==> src/rtl/pixel_scan_if.sv <==
// Pixel scan counter bus: increment/clear controls from the pixel input
// stage, plus raster coordinates and position flags returned to it.
//   increment_i, clear_i                 : controls into the counter
//   col_o, row_o                         : registered raster position
//   line_last_o, frame_last_o, border_o  : combinational position flags
//   frame_end_o, done_o                  : registered frame status
interface pixel_scan_if #(
    parameter int CW = 4,
    parameter int RW = 4
);
    logic          increment_i;
    logic          clear_i;
    logic [CW-1:0] col_o;
    logic [RW-1:0] row_o;
    logic          line_last_o;
    logic          frame_last_o;
    logic          border_o;
    logic          frame_end_o;
    logic          done_o;

    modport master (
        output increment_i, clear_i,
        input  col_o, row_o, line_last_o, frame_last_o, border_o,
               frame_end_o, done_o
    );

    modport slave (
        input  increment_i, clear_i,
        output col_o, row_o, line_last_o, frame_last_o, border_o,
               frame_end_o, done_o
    );
endinterface

==> src/rtl/pixel_scan_counter.sv <==
// Raster-scan column/row generator for the median-filter datapath.
// Advances one pixel per accepted increment, wraps columns into rows and
// rows into frames, and flags line end, frame end and 3x3 border pixels.
//   CLK  : rising-edge clock
//   RST  : synchronous active-low reset
//   bus  : pixel_scan_if slave (controls in, coordinates/flags out)
module pixel_scan_counter #(
    parameter int IMG_W       = 8,
    parameter int IMG_H       = 8,
    parameter int CW          = 4,
    parameter int RW          = 4,
    parameter int STOP_AT_END = 0
) (
    input  logic         CLK,
    input  logic         RST,
    pixel_scan_if.slave  bus
);
    localparam logic [CW-1:0] COL_LAST = CW'(IMG_W - 1);
    localparam logic [RW-1:0] ROW_LAST = RW'(IMG_H - 1);
    localparam logic          STOP     = (STOP_AT_END != 0);

    logic [CW-1:0] col_q, col_n;
    logic [RW-1:0] row_q, row_n;
    logic          frame_end_q, frame_end_n;
    logic          done_q, done_n;
    logic          accept;
    logic          at_col_last;
    logic          at_row_last;

    assign at_col_last = (col_q == COL_LAST);
    assign at_row_last = (row_q == ROW_LAST);

    // In stop mode a finished frame freezes the counter until clear.
    assign accept = bus.increment_i && !(STOP && done_q);

    always_comb begin
        col_n       = col_q;
        row_n       = row_q;
        frame_end_n = 1'b0;
        done_n      = done_q;
        if (bus.clear_i) begin
            col_n  = '0;
            row_n  = '0;
            done_n = 1'b0;
        end else if (accept) begin
            // Wrap by compare-to-limit so non-power-of-2 sizes are exact.
            if (!at_col_last) begin
                col_n = col_q + 1'b1;
            end else if (!at_row_last) begin
                col_n = '0;
                row_n = row_q + 1'b1;
            end else begin
                col_n       = '0;
                row_n       = '0;
                frame_end_n = 1'b1;
                done_n      = STOP;
            end
        end
    end

    always_ff @(posedge CLK) begin
        if (!RST) begin
            col_q       <= '0;
            row_q       <= '0;
            frame_end_q <= 1'b0;
            done_q      <= 1'b0;
        end else begin
            col_q       <= col_n;
            row_q       <= row_n;
            frame_end_q <= frame_end_n;
            done_q      <= done_n;
        end
    end

    assign bus.col_o        = col_q;
    assign bus.row_o        = row_q;
    assign bus.frame_end_o  = frame_end_q;
    assign bus.done_o       = done_q;
    assign bus.line_last_o  = at_col_last;
    assign bus.frame_last_o = at_col_last && at_row_last;
    assign bus.border_o     = (row_q == '0) || at_row_last ||
                              (col_q == '0) || at_col_last;
endmodule
==> src/flat_wrapper.sv <==
// flat-port wrapper written by rule: the top's interface ports become plain ports
module pixel_scan_counter_flat 
#(
    parameter int IMG_W       = 8,
    parameter int IMG_H       = 8,
    parameter int CW          = 4,
    parameter int RW          = 4,
    parameter int STOP_AT_END = 0
)
  (CLK, RST, bus_increment_i, bus_clear_i, bus_col_o, bus_row_o, bus_line_last_o, bus_frame_last_o, bus_border_o, bus_frame_end_o, bus_done_o);
  pixel_scan_if #(.CW(CW), .RW(RW)) bus_i ();
  input  logic CLK;
  input  logic RST;
  input wire logic [$bits(bus_i.increment_i)-1:0] bus_increment_i;
  input wire logic [$bits(bus_i.clear_i)-1:0] bus_clear_i;
  output wire logic [$bits(bus_i.col_o)-1:0] bus_col_o;
  output wire logic [$bits(bus_i.row_o)-1:0] bus_row_o;
  output wire logic [$bits(bus_i.line_last_o)-1:0] bus_line_last_o;
  output wire logic [$bits(bus_i.frame_last_o)-1:0] bus_frame_last_o;
  output wire logic [$bits(bus_i.border_o)-1:0] bus_border_o;
  output wire logic [$bits(bus_i.frame_end_o)-1:0] bus_frame_end_o;
  output wire logic [$bits(bus_i.done_o)-1:0] bus_done_o;
  assign bus_i.increment_i = bus_increment_i;
  assign bus_i.clear_i = bus_clear_i;
  assign bus_col_o = bus_i.col_o;
  assign bus_row_o = bus_i.row_o;
  assign bus_line_last_o = bus_i.line_last_o;
  assign bus_frame_last_o = bus_i.frame_last_o;
  assign bus_border_o = bus_i.border_o;
  assign bus_frame_end_o = bus_i.frame_end_o;
  assign bus_done_o = bus_i.done_o;
  pixel_scan_counter #(.IMG_W(IMG_W), .IMG_H(IMG_H), .CW(CW), .RW(RW), .STOP_AT_END(STOP_AT_END)) u_core (.CLK(CLK), .RST(RST), .bus(bus_i));
endmodule
==> config.mk <==
export PLATFORM = sky130hd
export DESIGN_NAME = pixel_scan_counter_flat
export DESIGN_NICKNAME = d
export VERILOG_FILES = /design/src/rtl/pixel_scan_if.sv /design/src/rtl/pixel_scan_counter.sv /design/src/flat_wrapper.sv
export SDC_FILE = /design/constraint.sdc
export NUM_CORES = 1
export LEC_CHECK = 0
export BUFFER_PORTS_ARGS = -buffer_cell sky130_fd_sc_hd__buf_2
export CORE_AREA = 3 3 40 42
export CTS_CLUSTER_SIZE = 40
export DETAILED_ROUTE_END_ITERATION = 8
export DIE_AREA = 0 0 43 45
export PLACE_DENSITY = 0.58
export REMOVE_ABC_BUFFERS = 1
export SETUP_SLACK_MARGIN = 0.4
export SYNTH_ARGS = -nofsm -noshare
export SYNTH_HDL_FRONTEND = slang
export SYNTH_SLANG_ARGS = --single-unit
==> constraint.sdc <==
create_clock -name CLK -period 1.6 [get_ports CLK]
set_clock_uncertainty 0.1 [all_clocks]
set_input_delay 0 -clock CLK [delete_from_list [all_inputs] [get_ports CLK]]
set_output_delay 0 -clock CLK [all_outputs]
set_load 0.05 [all_outputs]
==> results of run 1 <==
-- cells in the mapped netlist --
library cell	number
dfxtp_1	9
inv_1	6
a21oi_1	5
ha_1	4
nand2_1	4
mux2i_1	3
nand3_1	3
nor2_1	3
nand2b_1	2
nand3b_1	2
nor3_1	2
o21ai_0	2
xor2_1	2
and4b_2	1
buf_4	1
clkbuf_1	1
conb_1	1
nand4_1	1
nand4b_4	1
o22ai_1	1
or3_1	1
or4_1	1
-- state kept, by name (all words and copies together) (netlist names) --
signal,count
u_core.bus.col_o,4
u_core.bus.frame_end_o,1
u_core.bus.row_o,4
-- where the power goes --
group          internal (mW)  total (mW)  switching [mW]  leakage (nW)
Clock                 0.0959       0.172          0.0764        0.0150
Combinational         0.0155      0.0419          0.0264         0.246
Sequential             0.220       0.222         0.00193        0.0758
-- layer usage --
layer | GRT usage | vias up
met1 | 0.155 | 227
met2 | 0.249 | 14
li1 | - | 245
met4 | 0.0361 | 0
met5 | 0 | -
met3 | 0.0717 | 0
-- final timing paths --
path | from | endpoint | slack [ns] | cells past startpoint
worst max-delay path | u_core.bus.col_o[0]$_SDFFE_PP0P_ | bus_border_o | 0.16 | 5
worst min-delay path | bus_increment_i | u_core.bus.col_o[1]$_SDFFE_PP0P_ | 0.02 | 3
worst max register to register | u_core.bus.col_o[0]$_SDFFE_PP0P_ | u_core.bus.row_o[2]$_SDFFE_PP0P_ | 0.22 | 5
worst min register to register | u_core.bus.row_o[1]$_SDFFE_PP0P_ | u_core.bus.row_o[1]$_SDFFE_PP0P_ | 0.43 | 2
-- stage by stage --
step                std cells  TNS (ns)  power [mW]  hold WS (ns)
floorplan                  54     -1.28       0.252        0.0515
global placement           88         0       0.264         0.254
CTS                        98         0       0.445       0.00236
detailed placement         88         0       0.264         0.256
finish                     99         0       0.436        0.0176
global route               99         0       0.463        0.0237
-- final cells by class --
cell class	count	area, um^2	share of cell area
Inverter	6	25.0	0.0313
Tap cell	15	18.8	0.0235
Multi-Input combinational cell	39	343	0.429
Sequential cell	9	195	0.244
Clock buffer	4	26.3	0.0329
Timing Repair Buffer	26	191	0.239
-- worst min-delay path, cell delays in order --
cell and delay [ns]:
buf_2 0.17, mux2i_1 0.09, nor2_1 0.07
-- logic make-up after synthesis --
kind of cell | after synthesis | synth area share
buffers and inverters | 8 | 0.0689
adder cells (fa/ha/maj) | 4 | 0.102
XOR/XNOR | 2 | 0.0357
AND/OR/NAND/NOR | 21 | 0.273
AO/OA/AOI/OAI | 8 | 0.0842
flip-flops | 9 | 0.367
multiplexers | 3 | 0.0612
other | 1 | 0.00765
-- timing repair --
action	CTS	global route
setup buffers	5	1
hold buffers	1	0
pin swaps	11	2
hold endpoints to repair	1	0
resized for setup	24	11
setup endpoints to repair	10	12
==> impl_metrics.tcl, run 1 <==
set metrics [dict create \
    status "finished, final reports clean" \
    postRouteAntennaNets 0 \
    initial_core_util 0.382 \
    grt_use_total 0.143 \
    netlist_area_um2 490 \
    fin_crit_ns 1.44 \
    avgSynthCellArea_um2 8.76 \
    via_count 486 \
    nets 93 \
    cpMaxStageDelayCell "dfxtp_4" \
    dr.max_layer_used "met3" \
    wl_met3_um 88 \
    drt-initial-drc-count 6 \
    num-fill-cells 99 \
    cts_made_buffers 3 \
    wire_per_inst_um 13.3 \
    design_area_um2 800 \
    vias_per_cell 4.91 \
    dieArea_um2 1940 \
    finalHoldViolCount 0 \
    synth_area_leader_cell "dfxtp_1" \
    final_core_util 0.622 \
    cp-start-kind "flop" \
    yosysWarnings 0 \
    cts_tree "built" \
    cts.htree.levels 1 \
    setup_viol 0 \
    power.density_nw_per_um2 546 \
    clk_latency_ns 0.26 \
    crit_required_ns 1.50 \
    synth_area_leaders "dfxtp_1, ha_1, mux2i_1" \
    syn2layout_area_growth_pct 63.0 \
    grt_pass1_vias 455 \
    drive_above_1_share 0.560 \
    dpl_cell_area_um2 603 \
    timing.fmax_mhz 693 \
    clkSinkCount 9 \
    ys_ff_latch 9 \
    wl_met2_um 640 \
    die_h_um 45 \
    post-place-ws_ns 0.120 \
    min_period_over_period 0.902 \
    worstPathCellList "ha_4 > buf_6 > mux2i_1 > o22ai_1 > buf_4" \
    final_cell_mix "buf_2, buf_4, clkbuf_4, buf_6, dfxtp_1" \
    critPathTopFamily "flip-flops" \
    path_clk_slew_ns 0.06 \
    ios 17 \
    dp.final_hpwl_um 731 \
    p_leak_nw 0.336 \
    clock-root-buffer "clkbuf_4" \
    grt_max_degree 10 \
    port_buffers 15 \
    maxCapViolations 0 \
    worstSetupPathType "reg2out" \
    grt_remaining_overflow 0 \
    routed_wl_mm 1.31 \
    core_um2 1280 \
    synth.top_cell.area_share 0.367 \
    critPathBufInv 2 \
    drv_slew 0 \
    diodes 0 \
    rsz0062_at_grt "true" \
    antenna_found_initial 0 \
    num_rows 13 \
    synthCells 56 \
    drt_pass1_iterations 3 \
    die_w_um 43 \
    crit_fanout 3 \
    peakVddDrop_uv 317 \
    critPathCaptureType "output port" \
    gp_congestion 0.763 \
    hold_path_class "in2reg" \
    setup_slack_ns 0.157 \
    grt_pass1_wl_mm 1.97 \
    max_stage_delay_ns 0.36 \
    cts_buffer_depth 2 \
    cp_data_arrival_time_ns 1.34 \
    drc 0 \
    ys_types 22 \
    met1_length_um 585 \
    ys_seq_area_frac 0.367 \
    layout_commonest_cell "buf_2" \
]
Note: power is estimated with default switching activity, not from simulation.
==> inputs of run 2 (changes only) <==
- BUFFER_PORTS_ARGS: -buffer_cell sky130_fd_sc_hd__buf_2 -> unset
- DONT_BUFFER_PORTS: unset -> 1
- PLACE_DENSITY: 0.58 -> 0.47
==> impl_metrics.tcl, run 2 (synthesis results as in run 1) <==
set metrics [dict create \
    die_w_um 43 \
    crit_required_ns 1.50 \
    crit_fanout 4 \
    ios 17 \
    worstPathCellList "inv_1 > ha_1 > mux2i_1 > o22ai_1 > buf_4" \
    max_stage_delay_ns 0.37 \
    crit_start "u_core.bus.row_o[0]$_SDFFE_PP0P_" \
    final_cell_mix "buf_4, a21oi_2, dfxtp_4" \
    cpMaxStageDelayCell "dfxtp_4" \
    nets 88 \
    dp.final_hpwl_um 820 \
    p_sw_mw 0.113 \
    grt_max_degree 10 \
    whs_ns 0.133 \
    worstSetupPathType "reg2out" \
    diodes 0 \
    cp_data_arrival_time_ns 1.38 \
    dieArea_um2 1940 \
    reg2reg_from "u_core.bus.col_o[1]$_SDFFE_PP0P_" \
    hp-start "bus_clear_i" \
    die_h_um 45 \
    critPathBufInv 2 \
    p_leak_nw 0.358 \
    clk_latency_ns 0.26 \
    grt_remaining_overflow 0 \
    syn2layout_area_growth_pct 77.6 \
    cts_buffer_depth 2 \
    setup_viol 0 \
    via_count 488 \
    gp_congestion 0.748 \
    drive_above_1_share 0.595 \
    drt_pass1_iterations 4 \
    port_buffers 0 \
    swShare 0.255 \
    critPathCaptureType "output port" \
    status "finished, final reports clean" \
    peakVddDrop_uv 321 \
    fin_cells 94 \
    finalPower_mw 0.442 \
    maxCapViolations 0 \
    drt-initial-drc-count 1 \
    timing.fmax_mhz 675 \
    vias_per_cell 5.19 \
    rsz0062_at_grt "true" \
    path_clk_slew_ns 0.07 \
    core_um2 1280 \
    power.density_nw_per_um2 508 \
    seqPwrFrac 0.499 \
    tightest_slew_ns 0.531 \
    grt_pass1_wl_mm 1.96 \
    antenna_found_initial 0 \
    grt_pass1_vias 453 \
    clkSinkCount 9 \
    clock-root-buffer "clkbuf_4" \
    cp-start-kind "flop" \
    initial_core_util 0.382 \
    min_period_over_period 0.927 \
    placed_cells 81 \
    critPathTopFamily "flip-flops" \
    internal-power_mw 0.330 \
    routed_wl_mm 1.42 \
    drc 0 \
    cts_tree "built" \
    layout_commonest_cell "buf_4" \
    hold_path_class "in2reg" \
    wire_per_inst_um 15.1 \
    finalHoldViolCount 0 \
    cts.htree.levels 1 \
    final_core_util 0.678 \
    slew_headroom 0.646 \
    fin_crit_ns 1.48 \
    num_rows 13 \
    drv_slew 0 \
    postRouteAntennaNets 0 \
    cts_made_buffers 3 \
    power.share.clock 0.404 \
    p_comb_frac 0.097 \
    grt_use_total 0.135 \
]
## run 2: changes by cell type in the layout (fill, tap and decap cells not counted), moves of 2 or more
cell / delta
buf_12: +4
clkbuf_4: -2
a21oi_2: +3
a21oi_1: -3
buf_4: +3
buf_2: -10
inv_6: +2
## run 2: metal layers
metal | vias to the layer above | GRT usage | wire length, um | part of all wire
met1 | 236 | 0.156 | 562 | 0.40
met2 | 14 | 0.243 | 768 | 0.54
met5 | - | 0 | 0 | 0
met3 | 0 | 0.0319 | 85 | 0.060
li1 | 238 | - | - | -
met4 | 0 | 0.0542 | 0 | 0
## run 2: area by class of cell
class	count	area (um^2)
multi-input combinational	39	367
inverter	6	32.5
tap	15	18.8
clock buffer	4	26.3
timing repair buffer	21	228
fill	98	414
sequential	9	199
## run 2: power groups by stage
stage	combinational (mW)	sequential (mW)	clock, mW
after floorplan	0.0142	0.238	0
after global placement	0.0251	0.231	0
after detailed placement	0.0260	0.232	0
after CTS	0.0401	0.226	0.182
after global routing	0.0459	0.221	0.201
final	0.0429	0.221	0.179
## run 2: through the flow
step / TNS (ns) / instance area (um^2) / setup WS [ns]
final: 0 / 871 / 0.118
after global routing: 0 / 871 / 0.0708
after CTS: 0 / 786 / 0.118
after detailed placement: 0 / 601 / 0.128
after global placement: 0 / 601 / 0.165
after floorplan: -1.28 / 479 / -0.421
## run 2: final timing paths
check	end	slack [ns]	cells after the start
worst max-delay path	bus_border_o	0.12	5
worst min-delay path	u_core.bus.row_o[1]$_SDFFE_PP0P_	0.13	2
worst max register to register	u_core.bus.row_o[2]$_SDFFE_PP0P_	0.20	5
worst min register to register	u_core.bus.row_o[1]$_SDFFE_PP0P_	0.42	2
## run 2: what timing repair did
| item | 4_1_cts | 5_1_grt |
|---|---|---|
| setup buffers | 5 | 2 |
| hold buffers | 2 | 0 |
| setup endpoints to repair | 10 | 12 |
| pin swaps | 9 | 2 |
| endpoints found under the hold margin | 8 | 0 |
| resized for setup | 33 | 17 |
==> inputs of run 3 (changes only) <==
- clock period: 1.6 -> 1.4 ns (I/O delays scaled with it)
==> impl_metrics.tcl, run 3 (synthesis results as in run 1) <==
set metrics [dict create \
    postRouteAntennaNets 0 \
    cp-start-kind "flop" \
    grt_remaining_overflow 0 \
    rrSetupSlack_ns -0.07 \
    reg2reg_from "u_core.bus.col_o[1]$_SDFFE_PP0P_" \
    path_clk_slew_ns 0.05 \
    via_count 504 \
    hold_path_class "in2reg" \
    initial_core_util 0.382 \
    port_buffers 0 \
    cts_tree "built" \
    clock-root-buffer "clkbuf_4" \
    peakVddDrop_uv 561 \
    r2r.worst_path.cells 6 \
    diodes 0 \
    ios 17 \
    critPathCaptureType "output port" \
    clk_latency_ns 0.26 \
    worstSetupPathType "reg2out" \
    drv_slew 0 \
    min_period_over_period 1.06 \
    gp_congestion 0.779 \
    dieArea_um2 1940 \
    die_w_um 43 \
    grt_pass1_vias 474 \
    crit_required_ns 1.30 \
    die_h_um 45 \
    cp_data_arrival_time_ns 1.39 \
    status "finished, violations left" \
    fin_cells 98 \
    crit_fanout 4 \
    layout_commonest_cell "buf_6" \
    timing.rr.end "u_core.bus.row_o[2]$_SDFFE_PP0P_" \
    drc 0 \
    nets 92 \
    core_um2 1280 \
    final_core_util 0.757 \
    grt_pass1_wl_mm 2.04 \
    hp-start "bus_increment_i" \
    finalPower_mw 0.498 \
    fin_crit_ns 1.49 \
    cts_made_buffers 3 \
    setup_viol 5 \
    routed_wl_mm 1.47 \
    clkSinkCount 9 \
    wire_per_inst_um 15.0 \
    finalHoldViolCount 1 \
    placed_cells 86 \
    cts.htree.levels 1 \
    whs_ns -0.0000654 \
    hold_depth 3 \
    final_cell_mix "buf_6, buf_4" \
    setup_slack_ns -0.0874 \
    timing.fmax_mhz 672 \
    whs_endpoint "u_core.bus.col_o[3]$_SDFFE_PP0P_" \
    cts_buffer_depth 2 \
    antenna_found_initial 0 \
    drt_pass1_iterations 4 \
    drt-initial-drc-count 19 \
    syn2layout_area_growth_pct 98.2 \
    num-fill-cells 73 \
    power.density_nw_per_um2 513 \
    violations "negative hold slack, negative setup slack" \
    dp.final_hpwl_um 892 \
    maxCapViolations 0 \
    grt_max_degree 10 \
    p_leak_nw 0.387 \
    drive_above_1_share 0.711 \
    vias_per_cell 5.14 \
    rsz0062_at_grt "true" \
    num_rows 13 \
    grt_use_total 0.146 \
]
-- run 3: cell types whose count changed in the layout (fill, tap and decap cells not counted), moves of 2 or more --
cell,change
a21oi_1,+2
a21oi_2,-2
buf_4,-6
buf_6,+8
buf_8,+3
dfxtp_1,-3
dfxtp_2,+4
inv_1,-2
inv_2,+2
inv_6,-2
mux2i_1,-2
nand2_2,+2
-- run 3: final cells by class --
class                      instances  area [um^2]  area share
timing repair buffer              25          308       0.317
inverter                           6         32.5      0.0335
clock buffer                       4         26.3      0.0270
tap                               15         18.8      0.0193
sequential                         9          200       0.206
multi-input combinational         39          387       0.398
-- run 3: how the worst max path moves through the flow --
| stage | startpoint | endpoint | slack [ns] | depth (start not counted) |
|---|---|---|---|---|
| finish | u_core.bus.col_o[1]$_SDFFE_PP0P_ | bus_frame_last_o | -0.09 | 5 |
| global route | u_core.bus.col_o[0]$_SDFFE_PP0P_ | bus_frame_last_o | -0.17 | 5 |
| CTS | u_core.bus.col_o[0]$_SDFFE_PP0P_ | bus_border_o | -0.09 | 6 |
| detailed placement | u_core.bus.col_o[0]$_SDFFE_PP0P_ | u_core.bus.row_o[3]$_SDFFE_PP0P_ | -0.04 | 4 |
| global placement | u_core.bus.col_o[0]$_SDFFE_PP0P_ | u_core.bus.row_o[3]$_SDFFE_PP0P_ | 0.009 | 4 |
| floorplan | u_core.bus.col_o[1]$_SDFFE_PP0P_ | bus_border_o | -0.62 | 3 |
-- run 3: worst max-delay path, stage by stage, from the launching register on --
cell	delay, ns
dfxtp_4	0.37
ha_4	0.15
buf_6	0.11
nand3b_1	0.15
nor2_1	0.17
buf_6	0.17
-- run 3: timing repair --
item / in CTS / in global routing
endpoints found under the setup margin: 17 / 17
pin swaps: 12 / 7
hold endpoints to repair: 7 / 0
hold buffers: 1 / 0
resized for setup: 41 / 29
buffers inserted: 4 / 3
-- run 3: report_power, final --
part           total, mW  switching (mW)  internal (mW)  leakage [nW]
Combinational     0.0480          0.0305         0.0175         0.295
Clock              0.196          0.0862          0.110        0.0150
Sequential         0.255         0.00311          0.251        0.0778
Total              0.498           0.120          0.379         0.387
-- run 3: layer usage --
metal | vias to the layer above | wire, um | track usage
met5 | - | 0 | 0
met3 | 0 | 108 | 0.0757
li1 | 245 | - | -
met1 | 236 | 591 | 0.155
met2 | 23 | 770 | 0.266
met4 | 0 | 0 | 0.0181
-- run 3: per-stage QoR --
step	setup WS [ns]	hold slack, ns	instance area (um^2)	TNS (ns)
floorplan	-0.621	0.0515	479	-3.15
global placement	0.00883	0.0648	638	0
detailed placement	-0.0444	0.0768	638	-0.0635
CTS	-0.0850	0.00268	831	-0.132
global route	-0.173	0.0220	972	-0.730
finish	-0.0874	-0.0000654	972	-0.310
